**config.mk**
```make
export PLATFORM = sky130hd
export DESIGN_NAME = weight_load_ctrl
export DESIGN_NICKNAME = d
export VERILOG_FILES = /design/src/rtl/wload_pkg.sv /design/src/rtl/wload_addr_gen.sv /design/src/rtl/weight_load_ctrl.sv
export SDC_FILE = /design/constraint.sdc
export NUM_CORES = 1
export LEC_CHECK = 0
export BUFFER_PORTS_ARGS = -buffer_cell sky130_fd_sc_hd__buf_4
export CAP_MARGIN = 5
export CORE_ASPECT_RATIO = 1.75
export CORE_MARGIN = 1.5
export CORE_UTILIZATION = 56
export DETAILED_ROUTE_END_ITERATION = 7
export PLACE_DENSITY = 0.85
export SYNTH_ARGS = -nofsm -noshare
export SYNTH_HDL_FRONTEND = slang
export SYNTH_SLANG_ARGS = --single-unit
```
**constraint.sdc**
```tcl
create_clock -name clk -period 3.88 [get_ports clk]
set_input_delay 0.388 -clock clk [delete_from_list [all_inputs] [get_ports clk]]
set_output_delay 0.388 -clock clk [all_outputs]
set_load 0.01 [all_outputs]
```
**src/rtl/wload_pkg.sv**
```systemverilog
// Shared types and helpers for the PE weight-buffer load controller.
package wload_pkg;

  localparam int BUFFER_DEPTH_DEF = 16;
  localparam int FLUSH_W          = 32;

  typedef enum logic [1:0] {
    ST_IDLE  = 2'd0,
    ST_ISSUE = 2'd1,
    ST_DRAIN = 2'd2,
    ST_DONE  = 2'd3
  } state_t;

  // One-hot PE select; callers truncate to their own PE count.
  function automatic logic [FLUSH_W-1:0] pe_onehot(input logic [7:0] idx);
    return FLUSH_W'(1) << idx;
  endfunction

endpackage

```
**src/rtl/wload_addr_gen.sv**
```systemverilog
// Address, word-in-kernel and PE counters for a weight load sweep.
module wload_addr_gen #(
  parameter int ADDR_WIDTH = 12,
  parameter int CNT_W      = 4
) (
  input  logic                  clk,
  input  logic                  rstn,
  input  logic                  load,
  input  logic                  advance,
  input  logic [ADDR_WIDTH-1:0] base_addr,
  input  logic [7:0]            kernel_size,
  input  logic [CNT_W-1:0]      pe_count,
  output logic [ADDR_WIDTH-1:0] mem_addr,
  output logic [CNT_W-1:0]      pe_index,
  output logic                  kernel_last,
  output logic                  pe_first_word,
  output logic                  all_last
);

  logic [ADDR_WIDTH-1:0] addr_q;
  logic [7:0]            word_q;
  logic [CNT_W-1:0]      pe_q;

  // Sizes are only consulted while a legal command is issuing, so K>=1 and N>=1 here.
  assign kernel_last   = (word_q == kernel_size - 8'd1);
  assign pe_first_word = (word_q == 8'd0);
  assign all_last      = kernel_last && (pe_q == pe_count - CNT_W'(1));
  assign mem_addr      = addr_q;
  assign pe_index      = pe_q;

  always_ff @(posedge clk or negedge rstn) begin
    if (!rstn) begin
      addr_q <= '0;
      word_q <= '0;
      pe_q   <= '0;
    end else if (load) begin
      addr_q <= base_addr;
      word_q <= '0;
      pe_q   <= '0;
    end else if (advance) begin
      addr_q <= addr_q + ADDR_WIDTH'(1);
      if (kernel_last) begin
        word_q <= '0;
        pe_q   <= pe_q + CNT_W'(1);
      end else begin
        word_q <= word_q + 8'd1;
      end
    end
  end

endmodule

```
**src/rtl/weight_load_ctrl.sv**
```systemverilog
// Streams kernels from the weight BRAM into consecutive PE weight buffers:
// one flush pulse per PE followed by K words on the shared data bus.
module weight_load_ctrl
  import wload_pkg::*;
#(
  parameter int DATA_WIDTH   = 16,
  parameter int BUFFER_DEPTH = BUFFER_DEPTH_DEF,
  parameter int NUM_PE       = 8,
  parameter int ADDR_WIDTH   = 12,
  localparam int PE_W        = $clog2(NUM_PE),
  localparam int CNT_W       = PE_W + 1
) (
  input  logic                  clk,
  input  logic                  rstn,
  input  logic                  cmd_valid,
  output logic                  cmd_ready,
  input  logic [ADDR_WIDTH-1:0] cmd_base_addr,
  input  logic [7:0]            cmd_kernel_size,
  input  logic [PE_W-1:0]       cmd_pe_start,
  input  logic [CNT_W-1:0]      cmd_pe_count,
  output logic                  mem_rd_en,
  output logic [ADDR_WIDTH-1:0] mem_addr,
  input  logic [DATA_WIDTH-1:0] mem_rdata,
  output logic [NUM_PE-1:0]     flush,
  output logic [DATA_WIDTH-1:0] data_out,
  output logic                  data_valid,
  output logic                  busy,
  output logic                  done,
  output logic                  err
);

  state_t           state, state_next;
  logic [7:0]       kernel_q;
  logic [PE_W-1:0]  start_q;
  logic [CNT_W-1:0] count_q;
  logic             data_valid_q;
  logic             accept, illegal;
  logic             kernel_last, pe_first_word, all_last;
  logic [CNT_W-1:0] pe_index, flush_idx;

  assign accept  = (state == ST_IDLE) && cmd_valid;
  assign illegal = (cmd_kernel_size == 8'd0)
                || (int'(cmd_kernel_size) > BUFFER_DEPTH)
                || (cmd_pe_count == '0)
                || (int'(cmd_pe_start) + int'(cmd_pe_count) > NUM_PE);

  wload_addr_gen #(
    .ADDR_WIDTH (ADDR_WIDTH),
    .CNT_W      (CNT_W)
  ) u_addr_gen (
    .clk           (clk),
    .rstn          (rstn),
    .load          (accept),
    .advance       (state == ST_ISSUE),
    .base_addr     (cmd_base_addr),
    .kernel_size   (kernel_q),
    .pe_count      (count_q),
    .mem_addr      (mem_addr),
    .pe_index      (pe_index),
    .kernel_last   (kernel_last),
    .pe_first_word (pe_first_word),
    .all_last      (all_last)
  );

  always_ff @(posedge clk or negedge rstn) begin
    if (!rstn) begin
      state        <= ST_IDLE;
      kernel_q     <= '0;
      start_q      <= '0;
      count_q      <= '0;
      err          <= 1'b0;
      data_valid_q <= 1'b0;
    end else begin
      state        <= state_next;
      data_valid_q <= mem_rd_en;
      if (accept) begin
        kernel_q <= cmd_kernel_size;
        start_q  <= cmd_pe_start;
        count_q  <= cmd_pe_count;
        if (illegal) err <= 1'b1;
      end
    end
  end

  // An illegal command skips straight to DONE so the requester still sees completion.
  always_comb begin
    state_next = state;
    mem_rd_en  = 1'b0;
    done       = 1'b0;
    case (state)
      ST_IDLE:  if (cmd_valid) state_next = illegal ? ST_DONE : ST_ISSUE;
      ST_ISSUE: begin
        mem_rd_en = 1'b1;
        if (all_last) state_next = ST_DRAIN;
      end
      ST_DRAIN: state_next = ST_DONE;
      ST_DONE: begin
        done       = 1'b1;
        state_next = ST_IDLE;
      end
      default:  state_next = ST_IDLE;
    endcase
  end

  assign flush_idx  = CNT_W'(start_q) + pe_index;
  assign flush      = ((state == ST_ISSUE) && pe_first_word)
                      ? NUM_PE'(pe_onehot(8'(flush_idx))) : '0;
  assign data_out   = mem_rdata;
  assign data_valid = data_valid_q;
  assign busy       = (state != ST_IDLE);
  assign cmd_ready  = (state == ST_IDLE);

endmodule

```
==> results.json, run 1 <==
{
  "drt_iter0_markers": 44,
  "finalCriticalPeriod_ns": 2.82,
  "syn_nets": 392,
  "switchingPower_mw": 0.948,
  "grt_setup_unrepaired": "no",
  "cp_max_fo": 6,
  "r2r-start": "kernel_q[2]",
  "num_io_pins": 88,
  "core_area_um2": 4930,
  "numPortBuffers": 55,
  "switching_share_pct": 42.3,
  "areaGrowthSynthToFinish_pct": 14.0,
  "remaining_drc_errors": 0,
  "initial_core_util_pct": 57.9,
  "layout_worst_path_cycle_share_pct": 72.7,
  "cts-root-buf": "clkbuf_8",
  "ys_seq_elements": 43,
  "place.gp.congestion": 0.915,
  "min-delay-path-class": "primary input to async pin",
  "synth-edff-count": 0,
  "wire_per_inst_um": 14.2,
  "grt_max_degree": 44,
  "max_slew_margin_pct": 44.5,
  "die_area_um2": 5550,
  "reg2reg_to": "u_addr_gen.pe_index[3]",
  "synth-seq-area-share_pct": 37.7,
  "num_antenna_cells": 0,
  "crit_required_ns": 3.49,
  "cts_setup_buffers": 0,
  "grt.total_usage_pct": 22.5,
  "syn_inst": 328,
  "clock_sinks": 43,
  "clock_power_share_pct": 12.6,
  "ys_types": 45,
  "drive_above_1_share_pct": 19.8,
  "p_leak_nw": 1.55,
  "clk_pin_slew_ns": 0.08,
  "cts_hold_buffers": 0,
  "worst_slew_pin_slew_ns": 0.832,
  "ir_drop_uv": 529,
  "slew_violations": 0,
  "reg2reg_slack_ns": 1.10,
  "yosys_warnings": 0,
  "crit_path_start_kind": "register",
  "wirelength_mm": 5.92,
  "synth_ff_type": "dfrtp_1",
  "fp.dieH_um": 97.5,
  "overflow": 0,
  "vias_per_cell": 5.62,
  "finalCoreUtilization_pct": 66.0,
  "cts.repair.resized": 0,
  "synth_area_um2": 2860,
  "cts_buffer_depth": 2,
  "end_kind": "primary output",
  "async_flop_share_pct": 100,
  "seqPwrFrac_pct": 36.7,
  "rows": 34,
  "grt_pass1_wl_mm": 9.90,
  "cts_buffers": 5,
  "powerDensity_nw_per_um2": 689,
  "final_nets": 427,
  "via_count": 2344,
  "finalSetupTns_ns": 0,
  "critical_path_class": "register to primary output",
  "synth.avg_cell_area_um2": 8.70,
  "setup_viol": 0,
  "first_global_vias": 2294,
  "p_int_mw": 1.30,
  "maxCapViolations": 0,
  "p_comb_share_pct": 50.7,
  "status": "complete, no violations",
  "skew_ns": 0.00896,
  "clk_latency_ns": 0.30,
  "htree_levels": 2,
  "cts_tree": "yes",
  "dieWidth_um": 57.0,
  "critPathArrivalTime_ns": 2.43,
  "reg2reg_depth": 6,
  "drt_pass1_iterations": 4,
  "post-dp-hpwl_mm": 4.53,
  "antenna_found_initial": 0,
  "timing.fmax_ghz": 0.355,
  "hold_viol": 0,
  "antenna_left": 0
}
-- sequential cells by signal, summed over array words and instances (netlist names) --
register	flops
u_addr_gen.mem_addr	12
kernel_q	8
u_addr_gen.word_q	8
count_q	4
u_addr_gen.pe_index	4
start_q	3
state	2
data_valid	1
err	1
-- routing by layer --
metal | up-vias | share of wire (%) | wire [µm] | GRT usage [%]
met4 | 0 | 3.4 | 204 | 11.3
met3 | 17 | 2.7 | 161 | 3.06
li1 | 1155 | - | - | -
met2 | 43 | 55 | 3240 | 40.3
met5 | - | 0 | 0 | 0
met1 | 1129 | 39 | 2310 | 25.1
-- through the flow --
stage | power, mW | setup WS (ns) | cells | hold WS, ns | cell area, µm²
3_3_place_gp | 1.92 | 1.18 | 410 | 0.403 | 3170
3_5_place_dp | 1.97 | 1.12 | 410 | 0.407 | 3170
6_report | 2.24 | 1.06 | 417 | 0.0640 | 3260
2_1_floorplan | 1.62 | 1.53 | 328 | 0.0924 | 2860
4_1_cts | 2.26 | 1.06 | 417 | 0.0816 | 3260
5_1_grt | 2.45 | 0.897 | 417 | 0.109 | 3260
-- cells in the mapped netlist, drive strengths merged (4+ instances only) --
| cell type | instances | area (µm²) |
|---|---|---|
| xor2 | 19 | 166 |
| xnor2 | 18 | 158 |
| clkbuf | 8 | 30.0 |
| nor2 | 18 | 67.6 |
| nand3 | 7 | 35.0 |
| a21o | 4 | 31.3 |
| dfrtp | 43 | 1080 |
| buf | 21 | 153 |
| nand4 | 10 | 62.6 |
| ha | 16 | 200 |
| nand2 | 60 | 225 |
| nor3 | 7 | 35.0 |
| inv | 19 | 71.3 |
| and3 | 6 | 37.5 |
| o21ai | 21 | 105 |
| a21oi | 8 | 40.0 |
| nand2b | 7 | 43.8 |
| nor4 | 4 | 25.0 |
-- logic make-up after synthesis --
kind of cell    share of synthesized area (%)
compound gates                           10.6
xor+xnor                                 11.3
fa+ha+maj                                8.41
buf+inv                                  8.90
flops                                    37.7
mux                                     0.701
simple gates                             22.3
-- how the worst max path moves through the flow --
stage	start	to	slack (ns)	depth (start not counted)
after floorplan	kernel_q[2]	u_addr_gen.word_q[1]	1.53	8
after global placement	kernel_q[2]	u_addr_gen.word_q[2]	1.18	6
after detailed placement	kernel_q[2]	u_addr_gen.word_q[7]	1.12	6
after CTS	u_addr_gen.word_q[2]	flush[2]	1.06	6
after global routing	kernel_q[0]	u_addr_gen.word_q[2]	0.90	8
final	u_addr_gen.word_q[2]	flush[2]	1.06	6
-- power groups by stage --
stage / sequential (mW) / clock [mW] / combinational [mW]
after CTS: 0.824 / 0.290 / 1.14
after global placement: 0.823 / 0 / 1.10
after detailed placement: 0.833 / 0 / 1.14
after global routing: 0.856 / 0.307 / 1.29
after floorplan: 0.803 / 0 / 0.821
final: 0.824 / 0.282 / 1.14
-- final cells by class --
cell class	count	area, µm²
clock inverters	1	5.00
well taps	54	67.6
inverters	19	71.3
multi-input cells	237	1530
repair buffers	57	428
fillers	414	1680
flip-flops and latches	43	1080
clock buffers	6	82.6
-- critical path, stage by stage, from the launching register on --
cell     delay [ns]
dfrtp_1        0.45
or4_1          0.55
nor4_1         0.56
nor2b_1        0.25
nand2_1        0.09
nor2_1         0.11
buf_4          0.13
-- layout by cell type, fill, tap and decap left out, types with 2 or more instances in the layout --
cell / instances
nand2_1: 60
buf_4: 57
dfrtp_1: 43
o21ai_0: 21
inv_1: 19
xor2_1: 19
xnor2_1: 18
nor2_1: 18
ha_1: 16
nand4_1: 10
a21oi_1: 8
nand2b_1: 7
nand3_1: 7
nor3_1: 7
and3_1: 6
clkbuf_8: 6
nor4_1: 4
a21o_1: 3
nor2b_1: 2
nand3b_1: 2
and4_1: 2
o2111ai_1: 2
and2_1: 2
o22ai_1: 2
mux2i_1: 2
a31o_2: 2
fa_1: 2
No activity file was read; power rests on OpenSTA's default activity.
==> inputs of run 2 (changes only) <==
- CORE_UTILIZATION: 56 -> 52
- PLACE_DENSITY: 0.85 -> 0.8
- clock period: 3.88 -> 2.9 ns (I/O delays scaled with it)
==> run 2 against run 1 <==
Effect of this change: clock skew shrank 0.0023 ns; highest routed layer unchanged; clock power grew 33%; flip-flop and latch count is the same; utilization shrank 3.6 points; design area grew 1.5%; first-iteration DRC count grew 57%; hold slack gained 0.13 ns; critical path depth is the same; die area grew 7.4%; largest cell class unchanged.
==> results.json, run 2 (same netlist as run 1, synthesis figures left out) <==
{
  "crit_required_ns": 2.61,
  "r2r-start": "kernel_q[2]",
  "cts_buffer_depth": 2,
  "maxCapViolations": 0,
  "clk_latency_ns": 0.29,
  "min-delay-path-class": "primary input to register",
  "num_io_pins": 88,
  "finalSetupTns_ns": 0,
  "cp-startpoint": "u_addr_gen.word_q[2]",
  "wire_per_inst_um": 13.5,
  "crit_chain": "or4_1 > nor4_1 > nor2b_1 > nand2_1 > nor2_1 > buf_4",
  "critical_path.endpoint": "flush[3]",
  "first_global_vias": 2275,
  "layout_worst_path_cycle_share_pct": 88.9,
  "fp.dieH_um": 101,
  "grt_pass1_wl_mm": 10.0,
  "critPathArrivalTime_ns": 2.29,
  "via_count": 2343,
  "slew_violations": 0,
  "pre_cts_ws_ns": 0.492,
  "reg2reg_to": "u_addr_gen.word_q[3]",
  "placed_area_um2": 3210,
  "path_depth": 6,
  "skew_ns": 0.00664,
  "grt.total_usage_pct": 21.5,
  "num_antenna_cells": 0,
  "end_kind": "primary output",
  "cp_top_family": "simple AND/OR/NAND/NOR gates",
  "clock_sinks": 43,
  "cp_slowest_cell": "or4_1",
  "grt_max_degree": 44,
  "final_cell_mix": "60 x nand2_1, 59 x buf_4, 43 x dfrtp_1",
  "p_leak_nw": 1.57,
  "dieWidth_um": 59.0,
  "reg2reg_depth": 7,
  "timing.fmax_ghz": 0.388,
  "wirelength_mm": 5.92,
  "cts_buffers": 5,
  "cts_tree": "yes",
  "setup_viol": 0,
  "fill_cells": 450,
  "powerDensity_nw_per_um2": 910,
  "hold_ws_ns": 0.196,
  "place.gp.congestion": 0.911,
  "max_slew_margin_pct": 61.9,
  "crit_path_start_kind": "register",
  "path_buf_inv": 1,
  "htree_levels": 2,
  "status": "complete, no violations",
  "max_stage_delay_ns": 0.54,
  "critical_path_class": "register to primary output",
  "numPortBuffers": 55,
  "cts_setup_buffers": 0,
  "layout_commonest_cell": "nand2_1",
  "antenna_found_initial": 0,
  "cp_max_fo": 6,
  "hold_start": "cmd_base_addr[9]",
  "hold_viol": 0,
  "largest_reg_flops": 12,
  "ir_drop_uv": 557,
  "post-dp-hpwl_mm": 4.54,
  "die_area_um2": 5960,
  "grt_setup_unrepaired": "no",
  "vias_per_cell": 5.33,
  "core_area_um2": 5300,
  "cts-root-buf": "clkbuf_8",
  "antenna_left": 0,
  "final_nets": 430,
  "drt_iter0_markers": 69,
  "worst_slew_pin_slew_ns": 0.566,
  "overflow": 0,
  "clk_pin_slew_ns": 0.08,
  "fin_area_um2": 3310,
  "drt_pass1_iterations": 4,
  "finalCriticalPeriod_ns": 2.58,
  "drive_above_1_share_pct": 20.2,
  "areaGrowthSynthToFinish_pct": 15.8,
  "setup_ws_ns": 0.321,
  "reg2reg_slack_ns": 0.47,
  "remaining_drc_errors": 0,
  "initial_core_util_pct": 53.9,
  "cts.repair.resized": 0,
  "rows": 35
}
-- run 2: cell count changes in the layout (fill, tap and decap cells not counted), sizes merged --
cell,delta
buf,+2
dlygate4sd3,+1
-- run 2: worst min path at each step --
| stage | to | slack, ns | cells past startpoint |
|---|---|---|---|
| floorplan | count_q[0] | -0.006 | 0 |
| global placement | start_q[1] | 0.31 | 1 |
| detailed placement | start_q[1] | 0.32 | 1 |
| CTS | u_addr_gen.mem_addr[7] | 0.19 | 3 |
| global route | kernel_q[5] | 0.20 | 3 |
| finish | u_addr_gen.mem_addr[9] | 0.20 | 3 |
-- run 2: stage by stage --
stage	utilization, %	total power, mW	std cells
3_5_place_dp	60.5	2.65	432
2_1_floorplan	-	2.17	328
6_report	62.4	3.01	440
5_1_grt	62.4	3.29	440
4_1_cts	62.4	3.04	440
3_3_place_gp	60.5	2.59	432
-- run 2: area by class of cell --
| cell class | instances | area [µm²] | share of cell area [%] |
|---|---|---|---|
| clock buffers | 6 | 82.6 | 2.50 |
| clock inverters | 1 | 5.00 | 0.151 |
| inverters | 19 | 71.3 | 2.16 |
| multi-input cells | 237 | 1530 | 46.1 |
| flip-flops and latches | 43 | 1080 | 32.6 |
| well taps | 74 | 92.6 | 2.80 |
| repair buffers | 60 | 453 | 13.7 |
-- run 2: worst register-to-register path, cell delays in order, from the launching register on --
cell and delay (ns):
dfrtp_1 0.47, or3_4 0.42, o31a_1 0.26, or4_4 0.53, a211oi_2 0.19, buf_4 0.20, a21o_2 0.20, nor2_1 0.06
-- run 2: timing repair --
item,CTS,global route
setup endpoints to repair,0,0
hold endpoints to repair,1,0
hold buffers,1,0
-- run 2: layer usage --
layer | vias to the layer above | share of wire (%) | global-route usage (%)
li1 | 1160 | - | -
met1 | 1144 | 39 | 24.0
met2 | 28 | 57 | 39.2
met3 | 11 | 2.2 | 2.82
met4 | 0 | 2.1 | 9.09
met5 | - | 0 | 0
-- run 2: where the power goes --
group	total [mW]	switching, mW	internal [mW]
logic	1.53	0.804	0.725
registers	1.11	0.273	0.833
clock network	0.374	0.187	0.187
total	3.01	1.26	1.74
==> inputs of run 3 (changes only) <==
- CORE_ASPECT_RATIO: 1.75 -> 1.25
==> run 3 against run 2 <==
Effect of this change: hold slack worse by 0.012 ns; first-iteration DRC count up 4.3%; sequential power about the same; critical path type unchanged.
==> results.json, run 3 (same netlist as run 1, synthesis figures left out) <==
{
  "largest_reg_flops": 12,
  "powerDensity_nw_per_um2": 920,
  "wirelength_mm": 5.72,
  "finalCoreUtilization_pct": 61.6,
  "multiInputGateArea_um2": 1530,
  "cts_setup_buffers": 0,
  "grt_setup_unrepaired": "no",
  "initial_core_util_pct": 53.2,
  "areaGrowthSynthToFinish_pct": 15.8,
  "layout_commonest_cell": "nand2_1",
  "grt_max_degree": 44,
  "cts_buffers": 5,
  "fp.dieH_um": 85.8,
  "seq_area_um2": 1080,
  "num_io_pins": 88,
  "timing.fmax_ghz": 0.382,
  "placed_area_um2": 3200,
  "finalCriticalPeriod_ns": 2.62,
  "cp_top_family": "simple AND/OR/NAND/NOR gates",
  "finalSetupTns_ns": 0,
  "antenna_found_initial": 0,
  "critPathArrivalTime_ns": 2.33,
  "critical_path_class": "register to primary output",
  "cp_max_fo": 6,
  "crit_path_start_kind": "register",
  "use_met1_pct": 25.1,
  "slew_violations": 0,
  "layout_worst_path_cycle_share_pct": 90.2,
  "path_buf_inv": 1,
  "final_nets": 430,
  "antenna_left": 0,
  "vias_per_cell": 5.35,
  "drt_iter0_markers": 72,
  "dieWidth_um": 69.3,
  "clk_pin_slew_ns": 0.08,
  "gr-max-usage-layer": "met2",
  "wire_per_inst_um": 13.3,
  "grt.total_usage_pct": 20.8,
  "cts_buffer_depth": 2,
  "post-dp-hpwl_mm": 4.26,
  "via_count": 2305,
  "cts_tree": "yes",
  "core_area_um2": 5370,
  "overflow": 0,
  "htree_levels": 2,
  "skew_ns": 0.00437,
  "hold_viol": 0,
  "min-delay-path-class": "primary input to register",
  "ir_drop_uv": 550,
  "num_antenna_cells": 0,
  "max_slew_margin_pct": 59.2,
  "status": "complete, no violations",
  "worst_slew_pin_slew_ns": 0.606,
  "use_met3_pct": 3.76,
  "fin_area_um2": 3310,
  "clock_sinks": 43,
  "clk_latency_ns": 0.30,
  "cts-root-buf": "clkbuf_8",
  "place.gp.congestion": 0.774,
  "p_leak_nw": 1.57,
  "drive_above_1_share_pct": 20.2,
  "power_mw": 3.04,
  "remaining_drc_errors": 0,
  "fill_cells": 470,
  "hold_ws_ns": 0.184,
  "numPortBuffers": 55,
  "maxCapViolations": 0,
  "first_global_vias": 2277,
  "final_cell_mix": "60 x nand2_1, 59 x buf_4, 43 x dfrtp_1",
  "grt_util_met2_pct": 37.7,
  "grt_pass1_wl_mm": 10.1,
  "crit_chain": "or4_1 > nor4_1 > nor2b_1 > nand2_1 > nor2_1 > buf_4",
  "drt_pass1_iterations": 4,
  "cp_slowest_cell": "or4_1",
  "end_kind": "primary output",
  "die_area_um2": 5950,
  "rows": 30,
  "crit_required_ns": 2.61,
  "max_stage_delay_ns": 0.54,
  "setup_viol": 0
}
-- run 3: worst paths after layout --
kind	end	cells after the start	slack [ns]	startpoint
worst max-delay path	flush[7]	6	0.28	u_addr_gen.word_q[2]
worst min-delay path	kernel_q[5]	3	0.18	cmd_kernel_size[5]
worst max register to register	u_addr_gen.word_q[2]	7	0.44	kernel_q[2]
worst min register to register	err	1	0.48	err
max in group asynchronous	start_q[0]	2	2.02	rstn
min in group asynchronous	data_valid	2	0.51	rstn
-- run 3: worst min-delay path, stage by stage --
cell and delay [ns]:
buf_4 0.08, nand2_1 0.04, nand2_1 0.04
-- run 3: metal layers --
| layer | vias to the layer above | share of wire, % | wire [µm] |
|---|---|---|---|
| met5 | - | 0 | 0 |
| met4 | 0 | 1.4 | 82 |
| met3 | 6 | 3.2 | 185 |
| met2 | 36 | 53 | 3020 |
| met1 | 1101 | 43 | 2430 |
| li1 | 1162 | - | - |
-- run 3: timing repair --
action	4_1_cts	5_1_grt
gates resized for setup	0	0
hold buffers	1	0
hold endpoints to repair	36	0
-- run 3: final cells by class --
class | instances | area share (%)
Multi-Input combinational cell | 237 | 46.1
Sequential cell | 43 | 32.6
Timing Repair Buffer | 60 | 13.7
Clock buffer | 8 | 3.03
Tap cell | 64 | 2.42
Inverter | 19 | 2.16
-- run 3: report_power, final --
| group | switching (mW) | internal (mW) | leakage (nW) |
|---|---|---|---|
| sequential | 0.265 | 0.833 | 0.542 |
| clock | 0.204 | 0.217 | 0.0515 |
| combinational | 0.799 | 0.723 | 0.978 |
| total | 1.27 | 1.77 | 1.57 |
-- run 3: through the flow --
stage / instances / setup slack, ns
3_5_place_dp: 422 / 0.462
5_1_grt: 431 / 0.0959
3_3_place_gp: 422 / 0.512
4_1_cts: 431 / 0.265
6_report: 431 / 0.283
2_1_floorplan: 328 / 0.555
